--- config.mk ---
export PLATFORM = sky130hd
export DESIGN_NAME = i2c_reg_burst_reader
export DESIGN_NICKNAME = d
export VERILOG_FILES = /design/src/rtl/i2c_pkg.sv /design/src/rtl/i2c_handshake.sv /design/src/rtl/i2c_reg_burst_reader.sv
export SDC_FILE = /design/constraint.sdc
export NUM_CORES = 1
export LEC_CHECK = 0
export BUFFER_PORTS_ARGS = -buffer_cell sky130_fd_sc_hd__buf_4
export CAP_MARGIN = 5
export CORE_MARGIN = 2
export CORE_UTILIZATION = 57
export DETAILED_ROUTE_END_ITERATION = 6
export PLACE_DENSITY = 0.92
export SLEW_MARGIN = 20
export SYNTH_ARGS = -nofsm -noshare
export SYNTH_HDL_FRONTEND = slang
export SYNTH_SLANG_ARGS = --single-unit
--- constraint.sdc ---
create_clock -name clk -period 5 [get_ports clk]
set_input_delay 1 -clock clk [delete_from_list [all_inputs] [get_ports clk]]
set_output_delay 1 -clock clk [all_outputs]
set_load 0.01 [all_outputs]
--- src/rtl/i2c_pkg.sv ---
// rtl/i2c_pkg.sv - shared state encoding and constants for the I2C register burst reader
package i2c_pkg;

  typedef enum logic [2:0] {
    ST_IDLE,
    ST_WR_REQ,
    ST_WR_WAIT,
    ST_RD_REQ,
    ST_RD_WAIT,
    ST_EMIT,
    ST_FINISH,
    ST_ABORT
  } state_t;

  localparam logic I2C_RW_WRITE = 1'b0;
  localparam logic I2C_RW_READ  = 1'b1;

  localparam int TMO_W = 16;

endpackage

--- src/rtl/i2c_handshake.sv ---
// rtl/i2c_handshake.sv - enable/ready request-wait handshake with per-state timeout counter
module i2c_handshake
  import i2c_pkg::*;
#(
  parameter logic [TMO_W-1:0] TIMEOUT = 16'd50000
) (
  input  logic clk,
  input  logic rst,
  input  logic req,
  input  logic pending,
  input  logic clear,
  input  logic ready,
  output logic accepted,
  output logic completed,
  output logic timed_out
);

  logic [TMO_W-1:0] tmo_cnt;

  // Counts cycles spent in the current request/wait state; a state change restarts it.
  always_ff @(posedge clk) begin
    if (rst || clear || !(req || pending)) begin
      tmo_cnt <= '0;
    end else begin
      tmo_cnt <= tmo_cnt + 1'b1;
    end
  end

  assign accepted  = req && !ready;
  assign completed = pending && ready;
  assign timed_out = (req || pending) && (tmo_cnt >= TMO_W'(TIMEOUT - 1'b1));

endmodule

--- src/rtl/i2c_reg_burst_reader.sv ---
// rtl/i2c_reg_burst_reader.sv - reads NUM_REGS consecutive sensor registers through the I2C master
module i2c_reg_burst_reader
  import i2c_pkg::*;
#(
  parameter logic [6:0]       DEV_ADDR  = 7'h68,
  parameter logic [7:0]       START_REG = 8'h3B,
  parameter int               NUM_REGS  = 6,
  parameter logic [TMO_W-1:0] TIMEOUT   = 16'd50000
) (
  input  logic       clk,
  input  logic       rst,
  input  logic       start,
  output logic       busy,
  output logic       done,
  output logic       error,
  output logic [7:0] byte_data,
  output logic [3:0] byte_idx,
  output logic       byte_valid,
  output logic       ctrl_enable,
  output logic [6:0] ctrl_addr,
  output logic       ctrl_rw,
  output logic [7:0] ctrl_data_in,
  input  logic       ctrl_ready,
  input  logic [7:0] ctrl_data_out
);

  localparam logic [3:0] LAST_IDX = 4'(NUM_REGS - 1);

  state_t     state, state_next;
  logic [7:0] ptr;
  logic [3:0] cnt;
  logic       hs_req, hs_pending, hs_accepted, hs_completed, hs_timed_out;

  assign hs_req     = (state == ST_WR_REQ) || (state == ST_RD_REQ);
  assign hs_pending = (state == ST_WR_WAIT) || (state == ST_RD_WAIT);

  i2c_handshake #(.TIMEOUT(TIMEOUT)) u_handshake (
    .clk       (clk),
    .rst       (rst),
    .req       (hs_req),
    .pending   (hs_pending),
    .clear     (state_next != state),
    .ready     (ctrl_ready),
    .accepted  (hs_accepted),
    .completed (hs_completed),
    .timed_out (hs_timed_out)
  );

  always_ff @(posedge clk) begin
    if (rst) begin
      state     <= ST_IDLE;
      ptr       <= START_REG;
      cnt       <= '0;
      error     <= 1'b0;
      byte_data <= '0;
      byte_idx  <= '0;
    end else begin
      state <= state_next;
      if (state == ST_IDLE && start) begin
        ptr   <= START_REG;
        cnt   <= '0;
        error <= 1'b0;
      end
      if (state == ST_RD_WAIT && hs_completed) begin
        byte_data <= ctrl_data_out;
        byte_idx  <= cnt;
      end
      if (state == ST_EMIT && cnt != LAST_IDX) begin
        ptr <= ptr + 8'd1;
        cnt <= cnt + 4'd1;
      end
      if (state_next == ST_ABORT) begin
        error <= 1'b1;
      end
    end
  end

  always_comb begin
    state_next  = state;
    busy        = 1'b0;
    done        = 1'b0;
    byte_valid  = 1'b0;
    ctrl_enable = 1'b0;
    ctrl_rw     = I2C_RW_WRITE;
    case (state)
      ST_IDLE: begin
        if (start) state_next = ST_WR_REQ;
      end
      ST_WR_REQ: begin
        busy        = 1'b1;
        ctrl_enable = 1'b1;
        if (hs_accepted)       state_next = ST_WR_WAIT;
        else if (hs_timed_out) state_next = ST_ABORT;
      end
      ST_WR_WAIT: begin
        busy = 1'b1;
        if (hs_completed)      state_next = ST_RD_REQ;
        else if (hs_timed_out) state_next = ST_ABORT;
      end
      ST_RD_REQ: begin
        busy        = 1'b1;
        ctrl_enable = 1'b1;
        ctrl_rw     = I2C_RW_READ;
        if (hs_accepted)       state_next = ST_RD_WAIT;
        else if (hs_timed_out) state_next = ST_ABORT;
      end
      ST_RD_WAIT: begin
        busy    = 1'b1;
        ctrl_rw = I2C_RW_READ;
        if (hs_completed)      state_next = ST_EMIT;
        else if (hs_timed_out) state_next = ST_ABORT;
      end
      ST_EMIT: begin
        busy       = 1'b1;
        byte_valid = 1'b1;
        state_next = (cnt == LAST_IDX) ? ST_FINISH : ST_WR_REQ;
      end
      ST_FINISH: begin
        done       = 1'b1;
        state_next = ST_IDLE;
      end
      ST_ABORT: begin
        state_next = ST_IDLE;
      end
      default: begin
        state_next = ST_IDLE;
      end
    endcase
  end

  assign ctrl_addr    = DEV_ADDR;
  assign ctrl_data_in = ptr;

endmodule
== Word-level counts from Yosys, hierarchy flattened ==
Cells that the tools add are included.
Operators by class
  $add $sub $neg: 3
  magnitude comparators: 1
  equal/unequal tests: 11
  multiplexer cells: 19
  reduce and logical (&&, ||, !) cells: 20
Operators with widths (count)
  $mux 3: 7
  $pmux 3 s7: 1
  $add 16x1->16 const B: 1
  $ge 16x16->1 const B: 1
  $mux 8: 2
  $eq 3x3->1 const B: 5
  $add 8x1->8 const B: 1
  $mux 4: 2
  $mux 1: 7
  $eq 3x2->1 const B: 2
  $logic_and 1x1->1: 6
  $reduce_or 2->1: 3
  $logic_or 1x1->1: 5
  $reduce_or 5->1: 1
  $add 4x1->4 const B: 1
  $eq 4x3->1 const B: 1
  $ne 4x3->1 const B: 1
  $reduce_bool 2->1: 2
  $eq 3x1->1 const B: 1
  $logic_not 3->1: 1
  $ne 3x3->1: 1
  $logic_not 1->1: 2
Word-level totals
  bits in registers: 44
  input bits: 12
  output and inout port bits: 33
  logic and storage cells: 61

== Logic depth before layout (Yosys ltp) ==
Gate-level depths: netlist of the first run.
  depth after elaboration: 10
  mapped depth: 8

== Modules after synthesis ==
From an unflattened synthesis of the first run, not the netlist that was laid out.
Unflattened totals
  cells, all modules: 271
  area, all modules: 2260.9 um2
By module, submodules not included
  i2c_reg_burst_reader: instances 1, cells each 177, area an instance 1432.6 um2, sequential area each 560.5 um2
  i2c_handshake: instances 1, cells each 94, area an instance 828.3 um2, sequential area each 320.3 um2

== Least setup slack after synthesis of the first run ==
No wires, ideal clock.
  path type: input -> register
  from: input port ctrl_ready
  to: register u_handshake.tmo_cnt[9]
  library setup time: 0.064 ns
  arrival: 2.096 ns
  required time: 4.936 ns
  slack: 2.839 ns
  stages on the path: 7
  buffers on the path: 3
  cell sequence: buf_2 > nor3_1 > a31oi_1 > or4_1 > buf_2 > buf_6 > nor2_1
Between the ends
  longest elaborated chain between the ends: 7
RTL lines
  start: declaration: line i2c_reg_burst_reader.sv:23  | input logic ctrl_ready,
  $logic_not 1->1: line i2c_handshake.sv:29  | assign accepted = req && !ready;
  $logic_and 1x1->1: line i2c_handshake.sv:29
  $mux 3 (on tied branches): line i2c_reg_burst_reader.sv:104, i2c_reg_burst_reader.sv:92
  $pmux 3 s7 *: line i2c_reg_burst_reader.sv:85  | case (state)
  $ne 3x3->1 *: line i2c_reg_burst_reader.sv:42  | .clear (state_next != state),
  $logic_or 1x1->1 * (2 in a row): line i2c_handshake.sv:22  | if (rst || clear || !(req || pending)) begin
  end signal: assignment: line i2c_handshake.sv:25  | tmo_cnt <= tmo_cnt + 1'b1;
  end: declaration: line i2c_handshake.sv:18  | logic [TMO_W-1:0] tmo_cnt;
Mark *: on every way between the ends. The rest lies on a longest branch, timed or not.
A chain may end at the register's enable or synchronous reset.

== Worst setup path after layout of the first run ==
  from: register state[2]
  to: output port done
Between the ends
  longest elaborated chain between the ends: 2
RTL lines
  start: declaration: line i2c_reg_burst_reader.sv:29  | state_t state, state_next;
  start signal: assignment: line i2c_reg_burst_reader.sv:58  | state <= state_next;
  $eq 3x3->1: line i2c_reg_burst_reader.sv:85
  $mux 1: line i2c_reg_burst_reader.sv:85
  end: declaration: line i2c_reg_burst_reader.sv:14  | output logic done,
No other way between the ends.

==> results of run 1 <==
critical path: stages (launching register included):
cell	delay [ps]
dfxtp_1	590
inv_1	180
nor3b_1	240
buf_4	160
worst paths after layout:
kind                             to  slack, ps  cells after the start
max                            done       2480                      3
min                     byte_idx[1]        470                      2
max reg2reg  u_handshake.tmo_cnt[6]       3010                      5
min reg2reg             byte_idx[1]        470                      2
metal layers:
metal / part of all wire, % / vias to the layer above / track usage [%] / wire length [um]
met5: 0 / - / 0 / 0
met4: 1.1 / 0 / 5.85 / 46
met3: 5.0 / 6 / 4.93 / 203
met2: 50 / 48 / 35.9 / 2010
met1: 44 / 824 / 24.9 / 1760
li1: - / 889 / - / -
synth_stat cells (2+ instances only):
master / count
dfxtp_1: 44
nand2_1: 37
nor2_1: 32
a21oi_1: 17
xor2_1: 13
nand3_1: 9
xnor2_1: 8
and3_1: 7
buf_2: 7
buf_4: 7
nand4_1: 7
inv_1: 6
nor3_1: 6
clkbuf_1: 5
ha_1: 4
nor2b_1: 4
a211oi_1: 3
a31oi_1: 3
or2_2: 3
and3b_1: 2
buf_6: 2
conb_1: 2
mux2_1: 2
nand3b_1: 2
o21ai_0: 2
layout by cell type (no fill, tap or decap), types with 8 or more instances in the layout:
cell and count:
nor2_1 32, a21oi_1 17, buf_4 37, xor2_1 13, xnor2_1 8, nand3_1 9
nand2_1 37, dfxtp_1 44
flip-flops by register name, summed over array words and instances (netlist names):
name	cells
u_handshake.tmo_cnt	16
state	3
ctrl_data_in	8
byte_data	8
cnt	4
byte_idx	4
error	1
where the power goes:
group	switching (mW)	total (mW)	internal, mW
registers	0.00501	0.358	0.353
logic	0.0241	0.0415	0.0174
clock network	0.116	0.223	0.107
total	0.145	0.622	0.477
area by class of cell:
cell class	instances	area, sq um	share of cell area, %
multi-input cells	185	1050	44.3
flip-flops and latches	44	881	37.1
repair buffers	37	278	11.7
well taps	46	57.6	2.42
clock inverters	3	47.5	2.00
clock buffers	5	37.5	1.58
inverters	6	22.5	0.948
stage by stage:
step	instance area, sq um	hold slack, ps	total power, mW	utilization (%)
6_report	2370	470	0.622	69.5
5_1_grt	2370	494	0.646	69.5
4_1_cts	2370	469	0.628	69.5
3_5_place_dp	2290	451	0.406	67.0
3_3_place_gp	2290	441	0.405	67.0
2_1_floorplan	2080	430	0.397	-
kinds of logic (layout without fill, tap and decap cells):
group | after synthesis | after routing
AO/OA/AOI/OAI | 34 | 34
XOR/XNOR | 21 | 21
adder cells (fa/ha/maj) | 4 | 4
buffers and inverters | 27 | 51
flip-flops | 44 | 44
multiplexers | 2 | 2
other | 2 | 7
AND/OR/NAND/NOR | 117 | 117
==> results.cfg, run 1 <==
[yosys]
synth_top_family_by_area = simple AND/OR/NAND/NOR gates
synth-xor-area-share_pct = 8.91
synth-adder-area-share_pct = 2.42
synth-main-ff-cell = dfxtp_1
synth-edff-count = 0
syn-cell-area_sq_um = 2060
muxShareOfSynthArea_pct = 1.09
netlist-cell-type-count = 42
syn_inst = 251
yosys.area_share.simple_pct = 27.0
yosysTopAreaCellShare_pct = 42.7
synth_top_cell_by_area = dfxtp_1
ys_seq_area_share_pct = 42.7
ys_ff_latch = 44
yosys_warnings = 0
async_reset_ff_share_pct = 0
syn_area_per_cell_sq_um = 8.23
synth_area_leaders = dfxtp_1, nand2_1, nor2_1
synth_compound_area_share_pct = 10.2

[clock_network]
postCtsSetupBuffers = 0
clock_latency_ps = 360
cts_resized = 0
cts_made_buffers = 5
clock_path_buffers = 2
cts_tree = built
clkSinkCount = 44
htreeDepth = 2
hold_buffers = 0
root_buffer = clkbuf_4
clk_pin_slew_worst_paths_ps = 130

[sta]
setup_viol = 0
fin_setup_tns_ps = 0
hold_viol = 0
worstMarginPinSlew_ps = 585
slew_headroom_pct = 60.5
finalCriticalPeriod_ps = 2520
min_period_over_period_pct = 50.3
drv_slew = 0
fmax_mhz = 397
setup_ws_ps = 2480
rsz0062_at_grt = no
fin_worst_skew_ps = 9.83

[routing]
dr_total_vias = 1767
drt_iter0_markers = 168
drtAntennaViolNets = 0
remaining_drc_errors = 0
wl_per_cell_um = 12.3
viasPerCell = 5.42
first_pass_iters = 4
wl_um = 4030

[grt]
grt_pass1_wl_um = 6680
grt_pass1_vias = 1520
grt_max_degree = 26
grt-ovfl-total = 0
antenna_found_initial = 0
grtUsageTotal_pct = 20.5

[final_layout]
drive_gt1_share_pct = 17.9
fillers = 289
final_cells = 326
area_growth_pct = 15.0
diodes = 0
nets = 295

[floorplan]
fp-row-count = 21
die_w_um = 64.2
initial_utilization_pct = 60.4
core_sq_um = 3420
fp.dieH_um = 64.2
ioPinCount = 45
die-area_sq_um = 4120

[placed_design]
detailedPlace.worstSlack_ps = 2640
hpwl_um = 2970
gp_congestion = 0.841
post-place-cells = 318
numPortBuffers = 37

[power_and_ir_drop]
power_density_nw_per_um2 = 262
p_leak_nw = 0.892
peakVddDrop_mv = 0.163

[run_status]
run_status = completed

[hold_path]
hold_start = byte_idx[1]
hold_class = reg -> reg

[critical_path]
required_ps = 4000
cp_max_fo = 14
setup.worst_path.start = state[2]
r2r-start = u_handshake.tmo_cnt[0]
crit_type = reg -> out
arrival_ps = 1520
end_kind = primary output
crit_path_start_kind = flip-flop

[run]
cap_violations = 0
No activity file was read; power rests on OpenSTA's default activity.
==> run 2: changes to the inputs <==
--- a/config.mk
+++ b/config.mk
@@ -5,12 +5,13 @@
 export SDC_FILE = /design/constraint.sdc
 export NUM_CORES = 1
 export LEC_CHECK = 0
+export ABC_AREA = 1
 export BUFFER_PORTS_ARGS = -buffer_cell sky130_fd_sc_hd__buf_4
 export CAP_MARGIN = 5
 export CORE_MARGIN = 2
-export CORE_UTILIZATION = 57
+export CORE_UTILIZATION = 49
 export DETAILED_ROUTE_END_ITERATION = 6
-export PLACE_DENSITY = 0.92
+export PLACE_DENSITY = 0.84
 export SLEW_MARGIN = 20
 export SYNTH_ARGS = -nofsm -noshare
 export SYNTH_HDL_FRONTEND = slang
==> constraint.sdc (replaced) <==
create_clock -name clk -period 2.2 [get_ports clk]
set_input_delay 0.44 -clock clk [delete_from_list [all_inputs] [get_ports clk]]
set_output_delay 0.44 -clock clk [all_outputs]
set_load 0.01 [all_outputs]
==> results.cfg, run 2 <==
[grt]
antenna_found_initial = 0
grt-ovfl-total = 0
grt_pass1_wl_um = 8100
grt_max_degree = 22
grt_pass1_vias = 1918
grtUsageTotal_pct = 19.3

[floorplan]
initial_utilization_pct = 51.6
die-area_sq_um = 5210
fp.dieH_um = 72.2
fp-row-count = 24
die_w_um = 72.2
core_sq_um = 4410
ioPinCount = 45

[sta]
min_period_over_period_pct = 88.2
setup_viol = 0
fmax_mhz = 515
fin_worst_skew_ps = 3.68
finalCriticalPeriod_ps = 1940
rsz0062_at_grt = no
drv_slew = 0
fin_setup_tns_ps = 0
hold_viol = 0

[placed_design]
place_area_sq_um = 2540
post-place-cells = 376
numPortBuffers = 37
hpwl_um = 3410
gp_congestion = 0.792

[yosys]
yosys_warnings = 0
syn-cell-area_sq_um = 2280
muxShareOfSynthArea_pct = 0
synth-adder-area-share_pct = 2.20
ys_ff_latch = 44
netlist-cell-type-count = 35
ys_seq_area_share_pct = 38.6
synth_area_leaders = dfxtp_1, nand2_1, nand3_1
yosysTopAreaCellShare_pct = 38.6
synth_top_cell_by_area = dfxtp_1
yosys.area_share.simple_pct = 33.3
synth_compound_area_share_pct = 9.33
async_reset_ff_share_pct = 0
syn_area_per_cell_sq_um = 7.68
synth_top_family_by_area = simple AND/OR/NAND/NOR gates
synth-xor-area-share_pct = 5.38
synth-edff-count = 0
synth.most_common_cell = nand2_1
syn_inst = 297
synth_commonest_cells = nand2_1, dfxtp_1, inv_1
synth-main-ff-cell = dfxtp_1

[final_layout]
largest_reg_flops = 16
seqCellArea_sq_um = 881
final_common_cell = nand2_1
final_area_sq_um = 2650
diodes = 0
multi_input_area_sq_um = 1170
fillers = 395
regMostFlops = u_handshake.tmo_cnt
drive_gt1_share_pct = 23.8
layout_common_cells = nand2_1, dfxtp_1, buf_4, inv_1, nand3_1
area_growth_pct = 16.2
final_cells = 384
nets = 347

[critical_path]
r2r-end = u_handshake.tmo_cnt[2]
crit_path_start_kind = flip-flop
crit_type = reg -> reg
r2r-start = state[0]
required_ps = 2410
end_kind = flip-flop
reg2reg_depth = 10
arrival_ps = 2150
r2r_slack_ps = 260
cp_max_fo = 16

[hold_path]
hold_start = ctrl_data_out[4]
whs_endpoint = byte_data[4]
holdPathStages = 3
hold_class = in -> reg

[power_and_ir_drop]
power_density_nw_per_um2 = 602
peakVddDrop_mv = 0.349
p_leak_nw = 1.09

[clock_network]
cts_resized = 0
hold_buffers = 0
cts_made_buffers = 5
cts_tree = built
clkSinkCount = 44
root_buffer = clkbuf_8
postCtsSetupBuffers = 0
clock_path_buffers = 2
htreeDepth = 2
clock_latency_ps = 300
clk_pin_slew_worst_paths_ps = 80

[routing]
wl_um = 4730
wl_per_cell_um = 12.3
drt_iter0_markers = 59
drtAntennaViolNets = 0
remaining_drc_errors = 0
dr_total_vias = 2022
viasPerCell = 5.27
first_pass_iters = 4

[run_status]
run_status = completed

[run]
cap_violations = 0
## run 2: cells by family after synthesis
logic type | after synthesis
flip-flops | 44
buffers and inverters | 52
XOR/XNOR | 14
other | 2
AO/OA/AOI/OAI | 37
adder cells (fa/ha/maj) | 4
AND/OR/NAND/NOR | 144
## run 2: cell type report
cell class / count / share of cell area, %
repair buffers: 39 / 11.1
clock inverters: 2 / 1.32
multi-input cells: 206 / 44.2
well taps: 52 / 2.46
inverters: 35 / 5.01
clock buffers: 6 / 2.74
flip-flops and latches: 44 / 33.3
## run 2: worst max-delay path, stage by stage (launching register included)
cell	delay (ps)
dfxtp_1	540
inv_1	140
nand3_1	150
nand2_2	90
clkinv_2	70
o21ai_1	60
nand2_1	110
nand3_2	100
nand2_2	100
nand3_4	210
nor3_1	250
## run 2: layer usage
layer / wire length (um) / GRT usage [%]
met2: 2350 / 33.5
met1: 2080 / 23.4
met4: 53 / 7.13
met3: 240 / 4.03
met5: 0 / 0
## run 2: where the power goes
part           switching, mW  total (mW)  internal (mW)
logic                  0.117       0.169         0.0518
registers            0.00964       0.811          0.801
clock network          0.279       0.616          0.337
total                  0.406        1.60           1.19
## run 2: how the worst max path moves through the flow
stage | startpoint | depth (start not counted) | slack (ps) | to
2_1_floorplan | ctrl_ready | 10 | 660 | u_handshake.tmo_cnt[10]
3_5_place_dp | state[0] | 10 | 350 | u_handshake.tmo_cnt[2]
3_3_place_gp | state[0] | 10 | 400 | u_handshake.tmo_cnt[5]
6_report | state[0] | 10 | 260 | u_handshake.tmo_cnt[2]
4_1_cts | state[0] | 10 | 270 | u_handshake.tmo_cnt[2]
5_1_grt | state[0] | 10 | 120 | u_handshake.tmo_cnt[2]
## run 2: metrics by stage
stage / util (%) / hold WS (ps) / power [mW] / worst slack (ps)
2_1_floorplan: - / 438 / 0.973 / 662
3_3_place_gp: 57.6 / 449 / 0.994 / 398
3_5_place_dp: 57.6 / 459 / 0.998 / 348
4_1_cts: 60.0 / 409 / 1.60 / 266
5_1_grt: 60.0 / 425 / 1.66 / 121
6_report: 60.0 / 410 / 1.60 / 259
==> run 3: changes to the inputs <==
--- a/config.mk
+++ b/config.mk
@@ -8,6 +8,7 @@
 export ABC_AREA = 1
 export BUFFER_PORTS_ARGS = -buffer_cell sky130_fd_sc_hd__buf_4
 export CAP_MARGIN = 5
+export CORE_ASPECT_RATIO = 0.9
 export CORE_MARGIN = 2
 export CORE_UTILIZATION = 49
 export DETAILED_ROUTE_END_ITERATION = 6
==> results.cfg, run 3 (same netlist as run 2, synthesis figures left out) <==
[floorplan]
initial_utilization_pct = 51.1
ioPinCount = 45
die_w_um = 75.9
core_sq_um = 4460
fp.dieH_um = 68.7
fp-row-count = 23
die-area_sq_um = 5220

[final_layout]
regMostFlops = u_handshake.tmo_cnt
fillers = 402
final_core_util_pct = 59.2
area_growth_pct = 15.8
final_common_cell = nand2_1
seqCellArea_sq_um = 881
layout_common_cells = nand2_1, dfxtp_1, buf_4, inv_1, nand3_1
largest_reg_flops = 16
multi_input_area_sq_um = 1170
diodes = 0
drive_gt1_share_pct = 23.9
final_area_sq_um = 2640
nets = 346

[clock_network]
cts_tree = built
clkSinkCount = 44
clk_pin_slew_worst_paths_ps = 80
htreeDepth = 2
clock_path_buffers = 2
cts_resized = 0
hold_buffers = 0
root_buffer = clkbuf_8
cts_made_buffers = 5
postCtsSetupBuffers = 0
clock_latency_ps = 290

[sta]
rsz0062_at_grt = no
finalCriticalPeriod_ps = 1840
min_period_over_period_pct = 83.7
setup_viol = 0
hold_viol = 0
fin_worst_skew_ps = 4.11
fin_setup_tns_ps = 0
fmax_mhz = 543
drv_slew = 0

[critical_path]
r2r_slack_ps = 360
crit_path_start_kind = flip-flop
cp_max_fo = 16
crit_slowest_cell = dfxtp_1
end_kind = flip-flop
crit_path_frequent_cell = nand2_2
arrival_ps = 2050
crit_type = reg -> reg
crit_family = simple AND/OR/NAND/NOR gates
crit_buf_inv = 2
crit_chain = inv_1, nand3_1, nand2_2, clkinv_2, o21ai_1, nand2_1, nand3_2, nand2_2, nand3_4, nor3_1
slowest_delay_ps = 540
required_ps = 2410

[grt]
grt_pass1_wl_um = 7890
grt_pass1_vias = 1805
grtUsageTotal_pct = 18.7
grt-ovfl-total = 0
grt_max_degree = 22
antenna_found_initial = 0

[placed_design]
hpwl_um = 3390
gp_congestion = 0.834
numPortBuffers = 37
place_area_sq_um = 2550

[routing]
first_pass_iters = 4
wl_per_cell_um = 11.7
remaining_drc_errors = 0
drtAntennaViolNets = 0
dr_total_vias = 1976
wl_um = 4580
drt_iter0_markers = 91
viasPerCell = 5.03

[power_and_ir_drop]
power_density_nw_per_um2 = 565
p_switching_mw = 0.389
power_frac_seq_pct = 54.3
peakVddDrop_mv = 0.403
p_leak_nw = 1.08
p_clk_share_pct = 34.5
p_int_mw = 1.10
comb_power_share_pct = 11.2
p_total_mw = 1.49
switching_share_pct = 26.1

[run_status]
run_status = completed

[run]
cap_violations = 0

[hold_path]
hold_class = in -> reg
-- run 3: stage by stage --
stage,hold slack [ps],std cells,setup WS [ps]
CTS,415,393,350
global route,430,393,157
floorplan,438,302,662
finish,429,393,358
global placement,450,385,511
detailed placement,454,385,386
-- run 3: power groups by stage --
stage	combinational (mW)	clock [mW]	sequential (mW)
floorplan	0.149	0	0.824
global placement	0.163	0	0.828
detailed placement	0.165	0	0.829
CTS	0.166	0.532	0.810
global route	0.184	0.561	0.812
finish	0.167	0.515	0.811
-- run 3: metal layers --
| layer | track usage (%) | vias to the layer above | routed length, um |
|---|---|---|---|
| met4 | 5.00 | 0 | 27 |
| met2 | 32.5 | 69 | 2170 |
| met5 | 0 | - | 0 |
| met1 | 23.0 | 888 | 2090 |
| li1 | - | 1017 | - |
| met3 | 5.73 | 2 | 294 |
-- run 3: worst min-delay path, cell delays in order --
cell and delay (ps):
buf_4 110, nand3_1 70, a21oi_1 60
-- run 3: final cells by class --
class,count,area share [%]
tap,62,2.94
sequential,44,33.4
timing repair buffer,38,10.8
clock inverter,2,0.379
clock buffer,6,3.13
multi-input combinational,206,44.3
inverter,35,5.03
-- run 3: final timing paths --
kind,start,endpoint,cells after the start
worst max-delay path,state[0],u_handshake.tmo_cnt[5],10
worst min-delay path,ctrl_data_out[0],byte_data[0],3
worst max register to register,state[0],u_handshake.tmo_cnt[5],10
worst min register to register,byte_idx[1],byte_idx[1],2
